`config.mk`:
```
export PLATFORM = sky130hd
export DESIGN_NAME = eeg_host_link
export DESIGN_NICKNAME = d
export VERILOG_FILES = /design/src/rtl/eeg_link_pkg.sv /design/src/rtl/eeg_sync_fifo.sv /design/src/rtl/eeg_host_link.sv
export SDC_FILE = /design/constraint.sdc
export NUM_CORES = 1
export LEC_CHECK = 0
export ABC_AREA = 1
export CAP_MARGIN = 20
export CORE_MARGIN = 1.5
export CORE_UTILIZATION = 60
export CTS_CLUSTER_SIZE = 20
export DETAILED_ROUTE_END_ITERATION = 8
export PLACE_DENSITY = 0.84
export SETUP_SLACK_MARGIN = 0.3
export SLEW_MARGIN = 15
export SYNTH_ARGS = -nofsm -noshare
export SYNTH_HDL_FRONTEND = slang
export SYNTH_SLANG_ARGS = --single-unit
```
`constraint.sdc`:
```
create_clock -name clk -period 5.4 [get_ports clk]
set_input_delay 0.54 -clock clk [delete_from_list [all_inputs] [get_ports clk]]
set_output_delay 0.54 -clock clk [all_outputs]
set_load 0.005 [all_outputs]
```
`src/rtl/eeg_link_pkg.sv`:
```
// Shared types and sizing helpers for the EEG chip host link.
// The TX state encoding and the RX FIFO entry layout live here.
package eeg_link_pkg;

    typedef enum logic {
        IDLE = 1'b0,
        SEND = 1'b1
    } tx_state_t;

    function automatic int beats_of(input int word_dw, input int beat_dw);
        return word_dw / beat_dw;
    endfunction

    // A single-beat word still keeps a one-bit counter so the logic stays uniform.
    function automatic int beat_cnt_w(input int beats);
        return (beats > 1) ? $clog2(beats) : 1;
    endfunction

    // RX entries carry the lst flag above the data bits.
    function automatic int rx_entry_w(input int out_dw);
        return out_dw + 1;
    endfunction

endpackage

```
`src/rtl/eeg_sync_fifo.sv`:
```
// Single-clock FIFO with a registered occupancy count and no fall-through:
// a word written into an empty FIFO shows at the head on the following cycle.
module eeg_sync_fifo #(
    parameter int WIDTH = 9,
    parameter int DEPTH = 16
) (
    input  logic             clk,
    input  logic             rst_n,
    input  logic             wr_en,
    input  logic [WIDTH-1:0] wr_dat,
    input  logic             rd_en,
    output logic [WIDTH-1:0] rd_dat,
    output logic             full,
    output logic             empty
);

    localparam int AW = $clog2(DEPTH);
    localparam int CW = AW + 1;

    logic [WIDTH-1:0] mem [DEPTH];
    logic [AW-1:0]    wr_ptr_q;
    logic [AW-1:0]    rd_ptr_q;
    logic [CW-1:0]    count_q;
    logic             push;
    logic             pop;

    // A push at full is refused even when a pop happens in the same cycle.
    assign full   = (count_q == CW'(DEPTH));
    assign empty  = (count_q == '0);
    assign push   = wr_en && !full;
    assign pop    = rd_en && !empty;
    assign rd_dat = mem[rd_ptr_q];

    always_ff @(posedge clk) begin
        if (!rst_n) begin
            wr_ptr_q <= '0;
            rd_ptr_q <= '0;
            count_q  <= '0;
        end else begin
            if (push) wr_ptr_q <= wr_ptr_q + AW'(1);
            if (pop)  rd_ptr_q <= rd_ptr_q + AW'(1);
            case ({push, pop})
                2'b10:   count_q <= count_q + CW'(1);
                2'b01:   count_q <= count_q - CW'(1);
                default: count_q <= count_q;
            endcase
        end
    end

    always_ff @(posedge clk) begin
        if (push) mem[wr_ptr_q] <= wr_dat;
    end

endmodule

```
`src/rtl/eeg_host_link.sv`:
```
// Host end of the EEG chip pad protocol: serialises host words into chip beats
// MSB-first and buffers chip result beats for the host, with frame counters.
module eeg_host_link
    import eeg_link_pkg::*;
#(
    parameter int CHIP_DAT_DW = 8,
    parameter int CHIP_OUT_DW = 8,
    parameter int TX_WORD_DW  = 32,
    parameter int RX_DEPTH    = 16,
    parameter int CNT_DW      = 16
) (
    input  logic                   clk,
    input  logic                   rst_n,
    input  logic                   HOST_TX_VLD,
    output logic                   HOST_TX_RDY,
    input  logic [TX_WORD_DW-1:0]  HOST_TX_DAT,
    input  logic                   HOST_TX_CMD,
    input  logic                   HOST_TX_LST,
    output logic                   CHIP_DAT_VLD,
    output logic                   CHIP_DAT_LST,
    input  logic                   CHIP_DAT_RDY,
    output logic [CHIP_DAT_DW-1:0] CHIP_DAT_DAT,
    output logic                   CHIP_DAT_CMD,
    input  logic                   CHIP_OUT_VLD,
    input  logic                   CHIP_OUT_LST,
    output logic                   CHIP_OUT_RDY,
    input  logic [CHIP_OUT_DW-1:0] CHIP_OUT_DAT,
    output logic                   HOST_RX_VLD,
    input  logic                   HOST_RX_RDY,
    output logic [CHIP_OUT_DW-1:0] HOST_RX_DAT,
    output logic                   HOST_RX_LST,
    output logic [CNT_DW-1:0]      TX_FRM_CNT,
    output logic [CNT_DW-1:0]      RX_FRM_CNT
);

    localparam int BEATS = beats_of(TX_WORD_DW, CHIP_DAT_DW);
    localparam int BCW   = beat_cnt_w(BEATS);
    localparam int RXW   = rx_entry_w(CHIP_OUT_DW);
    localparam logic [BCW-1:0] LAST_BEAT = BCW'(BEATS - 1);

    tx_state_t             state_q;
    tx_state_t             state_d;
    logic [TX_WORD_DW-1:0] shreg_q;
    logic [BCW-1:0]        beat_cnt_q;
    logic                  cmd_q;
    logic                  lst_q;
    logic                  dat_lst_q;
    logic                  load;
    logic                  shift;
    logic                  beat_accept;
    logic                  is_last;
    logic [CNT_DW-1:0]     tx_frm_q;
    logic [CNT_DW-1:0]     rx_frm_q;

    assign beat_accept = (state_q == SEND) && CHIP_DAT_RDY;
    assign is_last     = (beat_cnt_q == LAST_BEAT);

    // Ready is combinational on CHIP_DAT_RDY at the last beat so words stream without a bubble.
    always_comb begin
        state_d     = state_q;
        HOST_TX_RDY = 1'b0;
        load        = 1'b0;
        shift       = 1'b0;
        case (state_q)
            IDLE: begin
                HOST_TX_RDY = 1'b1;
                if (HOST_TX_VLD) begin
                    load    = 1'b1;
                    state_d = SEND;
                end
            end
            SEND: begin
                if (CHIP_DAT_RDY) begin
                    if (is_last) begin
                        HOST_TX_RDY = 1'b1;
                        if (HOST_TX_VLD) load = 1'b1;
                        else             state_d = IDLE;
                    end else begin
                        shift = 1'b1;
                    end
                end
            end
            default: state_d = IDLE;
        endcase
    end

    always_ff @(posedge clk) begin
        if (!rst_n) begin
            state_q    <= IDLE;
            shreg_q    <= '0;
            beat_cnt_q <= '0;
            cmd_q      <= 1'b0;
            lst_q      <= 1'b0;
            dat_lst_q  <= 1'b0;
            tx_frm_q   <= '0;
        end else begin
            state_q <= state_d;
            if (load) begin
                shreg_q    <= HOST_TX_DAT;
                beat_cnt_q <= '0;
                cmd_q      <= HOST_TX_CMD;
                lst_q      <= HOST_TX_LST;
                dat_lst_q  <= HOST_TX_LST && (BEATS == 1);
            end else if (shift) begin
                shreg_q    <= shreg_q << CHIP_DAT_DW;
                beat_cnt_q <= beat_cnt_q + BCW'(1);
                dat_lst_q  <= lst_q && ((beat_cnt_q + BCW'(1)) == LAST_BEAT);
            end
            if (beat_accept && dat_lst_q) tx_frm_q <= tx_frm_q + CNT_DW'(1);
        end
    end

    assign CHIP_DAT_VLD = (state_q == SEND);
    assign CHIP_DAT_DAT = shreg_q[TX_WORD_DW-1 -: CHIP_DAT_DW];
    assign CHIP_DAT_CMD = cmd_q;
    assign CHIP_DAT_LST = dat_lst_q;
    assign TX_FRM_CNT   = tx_frm_q;

    logic           fifo_full;
    logic           fifo_empty;
    logic           fifo_wr;
    logic           fifo_rd;
    logic [RXW-1:0] fifo_head;

    // Ready is held low while reset is asserted so nothing is offered to an aborting FIFO.
    assign CHIP_OUT_RDY = rst_n && !fifo_full;
    assign fifo_wr      = CHIP_OUT_VLD && CHIP_OUT_RDY;
    assign HOST_RX_VLD  = !fifo_empty;
    assign fifo_rd      = HOST_RX_VLD && HOST_RX_RDY;
    assign HOST_RX_DAT  = fifo_empty ? '0 : fifo_head[CHIP_OUT_DW-1:0];
    assign HOST_RX_LST  = !fifo_empty && fifo_head[CHIP_OUT_DW];

    eeg_sync_fifo #(
        .WIDTH (RXW),
        .DEPTH (RX_DEPTH)
    ) u_rx_fifo (
        .clk    (clk),
        .rst_n  (rst_n),
        .wr_en  (fifo_wr),
        .wr_dat ({CHIP_OUT_LST, CHIP_OUT_DAT}),
        .rd_en  (fifo_rd),
        .rd_dat (fifo_head),
        .full   (fifo_full),
        .empty  (fifo_empty)
    );

    always_ff @(posedge clk) begin
        if (!rst_n) begin
            rx_frm_q <= '0;
        end else if (fifo_wr && CHIP_OUT_LST) begin
            rx_frm_q <= rx_frm_q + CNT_DW'(1);
        end
    end

    assign RX_FRM_CNT = rx_frm_q;

endmodule

```
==> results.ini, run 1 <==
[routing]
drcViolationCount=0
drtIter0Drc=1004
wl_per_cell_um=16.7
viasPerCell=5.61
dr.pass1.iters=5
vias=7773
ant_nets=0
wl_um=23200

[global_routing]
overflow=0
grt_pass1_vias=7046
antenna_found_initial=0
grt_max_degree=73
grt.total_usage_pct=26.4
grt_pass1_wl_um=36900

[clocking]
hold_buffers=0
htree_levels=1
clk_pin_slew_ns=0.06
cts_resized=0
cts.path.max_buffers=3
cts_num_sinks=231
clk_latency_ns=0.50
cts_tree=built
cts_post_setup_buffers_inserted=0
clock-root-buffer=clkbuf_16
cts_buffers=23

[floorplanning]
die_area_um2=17400
row_count=46
ios=104
die_h_um=132
fp.dieW_um=132
start_util_pct=62.2
core_um2=16100

[layout]
drive_above_1_share_pct=6.24
antenna_cells=0
fin_cells=1386
mostFrequentLayoutCells=nand2_1, nand3_1, edfxtp_1, clkdlybuf4s50_1, dfxtp_1
final_common_cell=nand2_1
syn2layout_area_growth_pct=18.0
nets=1216

[power]
p_leak_nw=4.37
power.density_nw_per_um2=388
peakVddDrop_v=0.000275
seqPwrFrac_pct=43.2
combPwrFrac_pct=23.2
internal_power_w=0.00323
switching_share_pct=29.5
power_switching_w=0.00135
clockPowerShare_pct=33.7

[synth]
ys_async_sr_fraction_pct=0
syn_inst=1073
ys_warn_count=0
yosysTopAreaCellShare_pct=43.3
synth_cell_types=32
synth_edf_count=144
synthTopCellsByArea=edfxtp_1, dfxtp_1, nand2_1
syn_area_per_cell_um2=9.31
synth_ff_type=edfxtp_1
ys_ff_latch=231
syn-num-nets=1135
synth_area_leader_cell=edfxtp_1
synthesis.area_um2=9990
synth.yosys.seq_area_share_pct=60.7

[placed_design]
dpl.cell_count=1345
portBuffers=103
hpwlAfterDp_um=14500
preCtsSetupSlack_ns=2.23
place.gp.congestion=0.876

[setup_path]
crit_family=buffers and inverters
crit_arrival_ns=2.96
worstPathMaxFanout=72
crit_top_cell=nand2_1
critPathSlowestCell=clkinv_2
path_buf_inv=2
worstPathCellList=clkinv_2 > nand2_1 > nand3_1 > nand3_1 > nand2_1 > nand2_1 > a21oi_1 > clkdlybuf4s50_1
max_stage_delay_ns=0.76
worst_ep_required_time_ns=4.86
worstSetupEndpointType=output pin
cp-start-kind=register
criticalPathCategory=reg -> out

[min_path]
hold_path.class=reg -> reg

[timing]
slew_viol_final=0
setup_viol=0
period_minus_slack_ns=3.50
fin_setup_tns_ns=0
skew_ns=0.0131
maxSlewHeadroom_pct=30.9
rsz0062_at_grt=no
fin_hold_ws_ns=0.460
hold_viol=0
setup_ws_ns=1.90
max_freq_mhz=286
period_share_pct=64.8
worst_pin_slew_ns=1.03

[job]
maxCapViolations=0

[outcome]
outcome=complete, no violations

[cells in the mapped netlist (2+ instances only)]
cell / count
nand2_1: 362
nand3_1: 147
edfxtp_1: 144
dfxtp_1: 87
nor2_1: 60
a21oi_1: 55
inv_1: 54
a31oi_1: 25
buf_4: 24
buf_2: 16
o21ai_0: 14
ha_1: 13
nor3_1: 13
clkbuf_1: 9
nand4_1: 8
xor2_1: 8
nor2_2: 5
nor2_4: 5
clkinv_1: 4
buf_1: 3
buf_6: 3
inv_2: 2
nand2_2: 2
nand3_2: 2
[worst paths after layout]
path	slack, ns	end	cells past startpoint	from
hold reg to reg	0.46	shreg_q[3]	2	shreg_q[3]
setup reg to reg	3.02	u_rx_fifo.count_q[4]	16	u_rx_fifo.count_q[0]
setup / recovery	1.90	HOST_RX_DAT[1]	8	register
hold / removal	0.46	shreg_q[3]	2	shreg_q[3]
[final cells by class]
type	count	area [µm²]
sequential	231	6070
inverter	62	239
tap	216	270
clock buffer	35	672
fill	1123	4270
clock inverter	6	58.8
timing repair buffer	111	1090
multi-input combinational	725	3390
[power by group through the flow]
stage,Combinational (W),Clock [W],Sequential [W]
6_report,0.00106,0.00154,0.00198
4_1_cts,0.00105,0.00156,0.00197
3_5_place_dp,0.00104,0,0.00201
5_1_grt,0.00118,0.00164,0.00198
3_3_place_gp,0.00102,0,0.00201
2_1_floorplan,0.000700,0,0.00200
[stage by stage]
| step | power [W] | cell area, µm² | utilization [%] |
|---|---|---|---|
| floorplan | 0.00270 | 9990 | - |
| global placement | 0.00303 | 11100 | 68.9 |
| detailed placement | 0.00305 | 11100 | 68.9 |
| CTS | 0.00458 | 11800 | 73.4 |
| global route | 0.00480 | 11800 | 73.4 |
| finish | 0.00457 | 11800 | 73.4 |
[layer usage]
metal | up-vias | wire, µm | track usage [%]
met5 | - | 0 | 0
met4 | 0 | 501 | 7.10
met3 | 43 | 2000 | 5.31
met2 | 359 | 10800 | 42.3
met1 | 3616 | 9800 | 36.9
li1 | 3755 | - | -
[logic make-up (layout without fill, tap and decap cells)]
kind of cell	after synthesis	count (layout)	share of synthesized area, %
AO/OA/AOI/OAI	96	96	5.17
XOR/XNOR	9	9	0.789
adder cells (fa/ha/maj)	13	13	1.63
buffers and inverters	117	214	5.78
flip-flops	231	231	60.7
AND/OR/NAND/NOR	607	607	25.9
[flip-flops by register name, summed over array words and instances, names as in the netlist, named ones only]
| signal | flops |
|---|---|
| u_rx_fifo.mem | 144 |
| shreg_q | 32 |
| RX_FRM_CNT | 16 |
| TX_FRM_CNT | 16 |
| u_rx_fifo.count_q | 5 |
| u_rx_fifo.rd_ptr_q | 4 |
| u_rx_fifo.wr_ptr_q | 4 |
| beat_cnt_q | 2 |
| CHIP_DAT_CMD | 1 |
| CHIP_DAT_LST | 1 |
| CHIP_DAT_VLD | 1 |
| lst_q | 1 |
[worst reg2reg max path, cell delays in order, from the launching register on]
cell     delay, ns
dfxtp_1       0.34
nor2_1        0.20
nand3_1       0.22
nand2_1       0.17
inv_2         0.11
ha_1          0.31
nand2_1       0.10
inv_1         0.05
nor2_1        0.13
ha_1          0.17
inv_1         0.04
nand2_1       0.10
nand3_1       0.11
nand3_1       0.08
nand3_1       0.08
nand2_1       0.06
inv_1         0.03
(Power assumes the default switching activity.)
==> inputs of run 2 (changes only) <==
--- a/config.mk
+++ b/config.mk
@@ -8,10 +8,10 @@
 export ABC_AREA = 1
 export CAP_MARGIN = 20
 export CORE_MARGIN = 1.5
-export CORE_UTILIZATION = 60
+export CORE_UTILIZATION = 57
 export CTS_CLUSTER_SIZE = 20
 export DETAILED_ROUTE_END_ITERATION = 8
-export PLACE_DENSITY = 0.84
+export PLACE_DENSITY = 0.8
 export SETUP_SLACK_MARGIN = 0.3
 export SLEW_MARGIN = 15
 export SYNTH_ARGS = -nofsm -noshare
==> constraint.sdc (replaced) <==
create_clock -name clk -period 3.3 [get_ports clk]
set_input_delay 0.33 -clock clk [delete_from_list [all_inputs] [get_ports clk]]
set_output_delay 0.33 -clock clk [all_outputs]
set_load 0.005 [all_outputs]
==> run 2 against run 1 <==
  * Sequential cell count is the same
  * First-iteration DRC count fell by 51%
  * Utilization fell by 4.4 points
  * Highest routed layer unchanged
==> results.ini, run 2 (same netlist as run 1, synthesis figures left out) <==
[min_path]
min_from=HOST_TX_DAT[7]
hold_path.class=in -> reg
hold_depth=3  ; +1
hold_end=shreg_q[7]

[setup_path]
crit_arrival_ns=2.55  ; -0.41 ns
criticalPathCategory=reg -> out
cp-start-kind=register
worstSetupEndpointType=output pin
worstReg2RegStart=u_rx_fifo.count_q[0]
worstPathMaxFanout=72  ; unchanged
r2r-end=u_rx_fifo.count_q[4]
reg2reg_setup_slack_ns=0.98  ; -2.04 ns
worst_ep_required_time_ns=2.97  ; -1.89 ns
reg2reg_depth=16  ; unchanged

[clocking]
clk_latency_ns=0.51  ; about the same
htree_levels=1  ; unchanged
cts_buffers=24  ; +4.3%
clock-root-buffer=clkbuf_16
clk_pin_slew_ns=0.06  ; about the same
cts.path.max_buffers=3  ; unchanged
hold_buffers=0  ; unchanged
cts_tree=built
cts_num_sinks=231  ; unchanged

[layout]
antenna_cells=0  ; unchanged
top_regs=u_rx_fifo.mem: 144 flops, shreg_q: 32 flops
max_flop_register=u_rx_fifo.mem
final_common_cell=nand2_1
nets=1234  ; +1.5%
mostFrequentLayoutCells=nand2_1, nand3_1, edfxtp_1, clkdlybuf4s50_1, dfxtp_1
largest_reg_flops=144  ; unchanged
syn2layout_area_growth_pct=19.1
fin_cells=1414  ; +2.0%
drive_above_1_share_pct=6.39  ; +0.15 points

[timing]
period_minus_slack_ns=2.88
slew_viol_final=0  ; unchanged
skew_ns=0.0114  ; -0.00168 ns
fin_hold_ws_ns=0.377  ; -0.0822 ns
worst_pin_slew_ns=0.726  ; -0.306 ns
rsz0062_at_grt=no
setup_viol=0  ; unchanged
period_share_pct=87.3
maxSlewHeadroom_pct=51.5  ; +21 points
max_freq_mhz=347
hold_viol=0  ; unchanged
fin_setup_tns_ns=0  ; unchanged

[global_routing]
overflow=0  ; unchanged
grt.total_usage_pct=24.8  ; -1.6 points
antenna_found_initial=0  ; unchanged
grt_max_degree=73  ; unchanged
grt_pass1_vias=7253  ; +2.9%
grt_pass1_wl_um=36000  ; -2.3%

[placed_design]
place.gp.congestion=0.858  ; -2.1%
dpl.cell_count=1371  ; +1.9%
portBuffers=103  ; unchanged
hpwlAfterDp_um=14100  ; -3.0%

[routing]
wl_per_cell_um=16.0  ; -4.4%
viasPerCell=5.46  ; -2.7%
drtIter0Drc=487  ; -51%
vias=7714  ; -0.76%
ant_nets=0  ; unchanged
dr.pass1.iters=7  ; +2
drcViolationCount=0  ; unchanged
wl_um=22600  ; -2.5%

[floorplanning]
start_util_pct=58.0  ; -4.3 points
ios=104  ; unchanged
die_h_um=135  ; +2.5%
die_area_um2=18300  ; +5.1%
fp.dieW_um=135  ; +2.5%
row_count=48  ; +4.3%
core_um2=17200  ; +7.3%

[job]
maxCapViolations=0  ; unchanged

[power]
p_leak_nw=4.45  ; +1.8%
peakVddDrop_v=0.000541  ; +97%
power.density_nw_per_um2=628  ; +62%

[outcome]
outcome=complete, no violations

==> run 2: cell types whose count changed in the layout (fill, tap and decap cells not counted), sizes merged <==
cell      previous run  this run
buf                  8        25
clkbuf              35        36
inv                 58        57
clkinvlp             0         1
clkinv               9        10
==> run 2: per-stage QoR <==
| step | worst slack (ns) | cell area [µm²] | power [W] | utilization, % |
|---|---|---|---|---|
| detailed placement | 0.808 | 11200 | 0.00497 | 64.7 |
| global placement | 0.873 | 11200 | 0.00492 | 64.7 |
| CTS | 0.376 | 11900 | 0.00751 | 69.0 |
| finish | 0.418 | 11900 | 0.00748 | 69.1 |
| global route | 0.331 | 11900 | 0.00783 | 69.1 |
| floorplan | 1.20 | 9990 | 0.00442 | - |
==> run 2: how the worst max path moves through the flow <==
stage                      endpoint  cells after the start            startpoint
6_report                HOST_RX_LST                      8              register
5_1_grt              HOST_RX_DAT[1]                      8              register
4_1_cts              HOST_RX_DAT[1]                      8              register
3_5_place_dp         HOST_RX_DAT[1]                      8              register
3_3_place_gp            HOST_RX_LST                      8              register
2_1_floorplan  u_rx_fifo.count_q[2]                     15  u_rx_fifo.count_q[0]
==> run 2: critical path, stage by stage (launching register included) <==
cell and delay, ns:
dfxtp_2 0.38, buf_8 0.38, nand2_1 0.12, nand3_1 0.10
nand3_1 0.08, nand2_1 0.12, nand2_1 0.07, a21oi_1 0.22
clkdlybuf4s50_1 0.56
==> run 2: cell type report <==
| class | count | area [µm²] |
|---|---|---|
| Clock buffer | 36 | 677 |
| Clock inverter | 7 | 58.8 |
| Fill cell | 1321 | 5330 |
| Inverter | 62 | 243 |
| Multi-Input combinational cell | 725 | 3350 |
| Sequential cell | 231 | 6070 |
| Tap cell | 225 | 282 |
| Timing Repair Buffer | 128 | 1230 |
==> run 2: report_power, final <==
group,switching [W],internal (W),leakage [nW]
Clock,0.00104,0.00149,0.354
Combinational,0.00106,0.000646,2.09
Sequential,0.0000736,0.00316,2.01
Total,0.00218,0.00530,4.45
==> run 2: routing by layer <==
layer | part of all wire [%] | track usage [%]
met2 | 49 | 43.1
met4 | 2.1 | 6.93
met5 | 0 | 0
met1 | 41 | 31.8
met3 | 7.4 | 4.45
==> run 2: timing repair <==
| item | CTS | global route |
|---|---|---|
| setup buffers | 0 | 0 |
| gates resized for setup | 2 | 3 |
| endpoints found under the setup margin | 4 | 4 |
==> inputs of run 3 (changes only) <==
--- a/config.mk
+++ b/config.mk
@@ -9,8 +9,9 @@
 export CAP_MARGIN = 20
 export CORE_MARGIN = 1.5
 export CORE_UTILIZATION = 57
-export CTS_CLUSTER_SIZE = 20
+export CTS_CLUSTER_SIZE = 14
 export DETAILED_ROUTE_END_ITERATION = 8
+export MAX_ROUTING_LAYER = met4
 export PLACE_DENSITY = 0.8
 export SETUP_SLACK_MARGIN = 0.3
 export SLEW_MARGIN = 15
==> run 3 against run 2 <==
  * Design area decreased by 0.21%
  * Register-to-register slack worse by 0.03 ns
  * Total power is 1.0% lower
  * First-iteration DRC count up 7.2%
  * Critical path depth did not move
  * Final cell count stayed put
  * Clock skew rose by 0.0019 ns
  * Fmax hardly changed
  * Setup slack better by 0.0027 ns
  * Global-route usage is 0.69 points higher
  * Combinational power barely moved
  * Critical path type unchanged
  * Largest power group unchanged
  * Highest routed layer unchanged
==> results.ini, run 3 (same netlist as run 1, synthesis figures left out) <==
[layout]
top_regs=u_rx_fifo.mem: 144 flops, shreg_q: 32 flops
mostFrequentLayoutCells=nand2_1, nand3_1, edfxtp_1, clkdlybuf4s50_1, dfxtp_1
syn2layout_area_growth_pct=18.9
antenna_cells=0  ; unchanged
max_flop_register=u_rx_fifo.mem
multi_input_area_um2=3350  ; unchanged
nets=1234  ; unchanged
fillCellCount=1324  ; +0.23%
register_area_um2=6070  ; unchanged
final_common_cell=nand2_1
drive_above_1_share_pct=6.31  ; -0.084 points
largest_reg_flops=144  ; unchanged

[timing]
worst_pin_slew_ns=0.727  ; +0.00102 ns
rsz0062_at_grt=no
max_freq_mhz=347  ; about the same
hold_viol=0  ; unchanged
maxSlewHeadroom_pct=51.4  ; -0.068 points
fin_setup_tns_ns=0  ; unchanged
period_minus_slack_ns=2.88  ; -0.00271 ns
period_share_pct=87.3  ; about the same
slew_viol_final=0  ; unchanged
setup_viol=0  ; unchanged
skew_ns=0.0133  ; +0.00188 ns

[placed_design]
place.gp.congestion=0.871  ; +1.6%
portBuffers=103  ; unchanged
hpwlAfterDp_um=14100  ; unchanged

[clocking]
cts_num_sinks=231  ; unchanged
clk_pin_slew_ns=0.06  ; about the same
cts_buffers=24  ; unchanged
htree_levels=1  ; unchanged
clk_latency_ns=0.51  ; about the same
cts_tree=built
cts.path.max_buffers=3  ; unchanged
clock-root-buffer=clkbuf_16

[setup_path]
crit_arrival_ns=2.55  ; about the same
worstPathCellList=buf_8 > nand2_1 > nand3_1 > nand3_1 > nand2_1 > nand2_1 > a21oi_1 > clkdlybuf4s50_1
critPathSlowestCell=clkdlybuf4s50_1
crit_family=buffers and inverters
max_stage_delay_ns=0.56  ; about the same
worstSetupEndpointType=output pin
crit_top_cell=nand2_1
worst_ep_required_time_ns=2.97  ; about the same
path_buf_inv=2  ; unchanged
cp-start-kind=register
worstPathMaxFanout=72  ; unchanged
criticalPathCategory=reg -> out

[floorplanning]
fp.dieW_um=135  ; unchanged
die_h_um=135  ; unchanged
start_util_pct=58.0  ; unchanged
row_count=48  ; unchanged
core_um2=17200  ; unchanged
die_area_um2=18300  ; unchanged
ios=104  ; unchanged

[power]
p_leak_nw=4.44  ; -0.19%
power_w=0.00741  ; -1.0%
peakVddDrop_v=0.000542  ; about the same
power.density_nw_per_um2=623  ; -0.79%

[routing]
ant_nets=0  ; unchanged
drcViolationCount=0  ; unchanged
drtIter0Drc=522  ; +7.2%
wl_um=22500  ; -0.23%
wl_per_cell_um=15.9  ; -0.23%
vias=7693  ; -0.27%
dr.pass1.iters=4  ; -3
viasPerCell=5.44  ; -0.27%

[global_routing]
antenna_found_initial=0  ; unchanged
grt.total_usage_pct=25.4  ; +0.69 points
overflow=0  ; unchanged
grt_max_degree=73  ; unchanged
grt_pass1_wl_um=36000  ; -0.21%
grt_pass1_vias=7279  ; +0.36%

[min_path]
hold_path.class=in -> reg

[outcome]
outcome=complete, no violations

[job]
maxCapViolations=0  ; unchanged

[run 3: worst paths after layout]
path / startpoint / to / slack (ns) / depth (start not counted)
max reg2reg: u_rx_fifo.count_q[0] / u_rx_fifo.count_q[4] / 0.95 / 16
min: HOST_TX_DAT[7] / shreg_q[7] / 0.38 / 3
max: register / HOST_RX_LST / 0.42 / 8
min reg2reg: shreg_q[3] / shreg_q[3] / 0.46 / 2
[run 3: metal layers]
layer / part of all wire, % / track usage [%] / vias to the layer above
li1: - / - / 3788
met1: 42 / 32.2 / 3602
met2: 50 / 42.9 / 263
met3: 6.3 / 3.78 / 40
met4: 2.0 / 6.93 / 0
met5: 0 / - / -
[run 3: power breakdown]
part	leakage, nW	total (W)	internal [W]	switching (W)
sequential	2.01	0.00324	0.00316	0.0000736
combinational	2.09	0.00171	0.000646	0.00107
clock	0.345	0.00245	0.00142	0.00104
[run 3: cell type report]
class	instances	share of cell area, %
clock buffers	37	5.73
clock inverters	6	0.253
inverters	62	2.04
multi-input cells	725	28.2
flip-flops and latches	231	51.1
well taps	225	2.37
repair buffers	128	10.4
[run 3: through the flow]
stage | util (%) | std cells | worst slack [ns] | cell area [µm²] | hold slack [ns]
2_1_floorplan | - | 1073 | 1.20 | 9990 | 0.429
4_1_cts | 68.9 | 1414 | 0.376 | 11900 | 0.361
5_1_grt | 68.9 | 1414 | 0.328 | 11900 | 0.373
3_3_place_gp | 64.7 | 1371 | 0.873 | 11200 | 0.448
6_report | 68.9 | 1414 | 0.421 | 11900 | 0.377
3_5_place_dp | 64.7 | 1371 | 0.808 | 11200 | 0.453
[run 3: worst min-delay path, stage by stage]
cell,delay (ns)
clkdlybuf4s50_1,0.39
nand2_1,0.06
a21oi_1,0.05
[run 3: repair_timing]
action | 4_1_cts | 5_1_grt
setup buffers | 0 | 0
endpoints found under the setup margin | 4 | 4
hold buffers | 0 | 0
resized for setup | 2 | 3
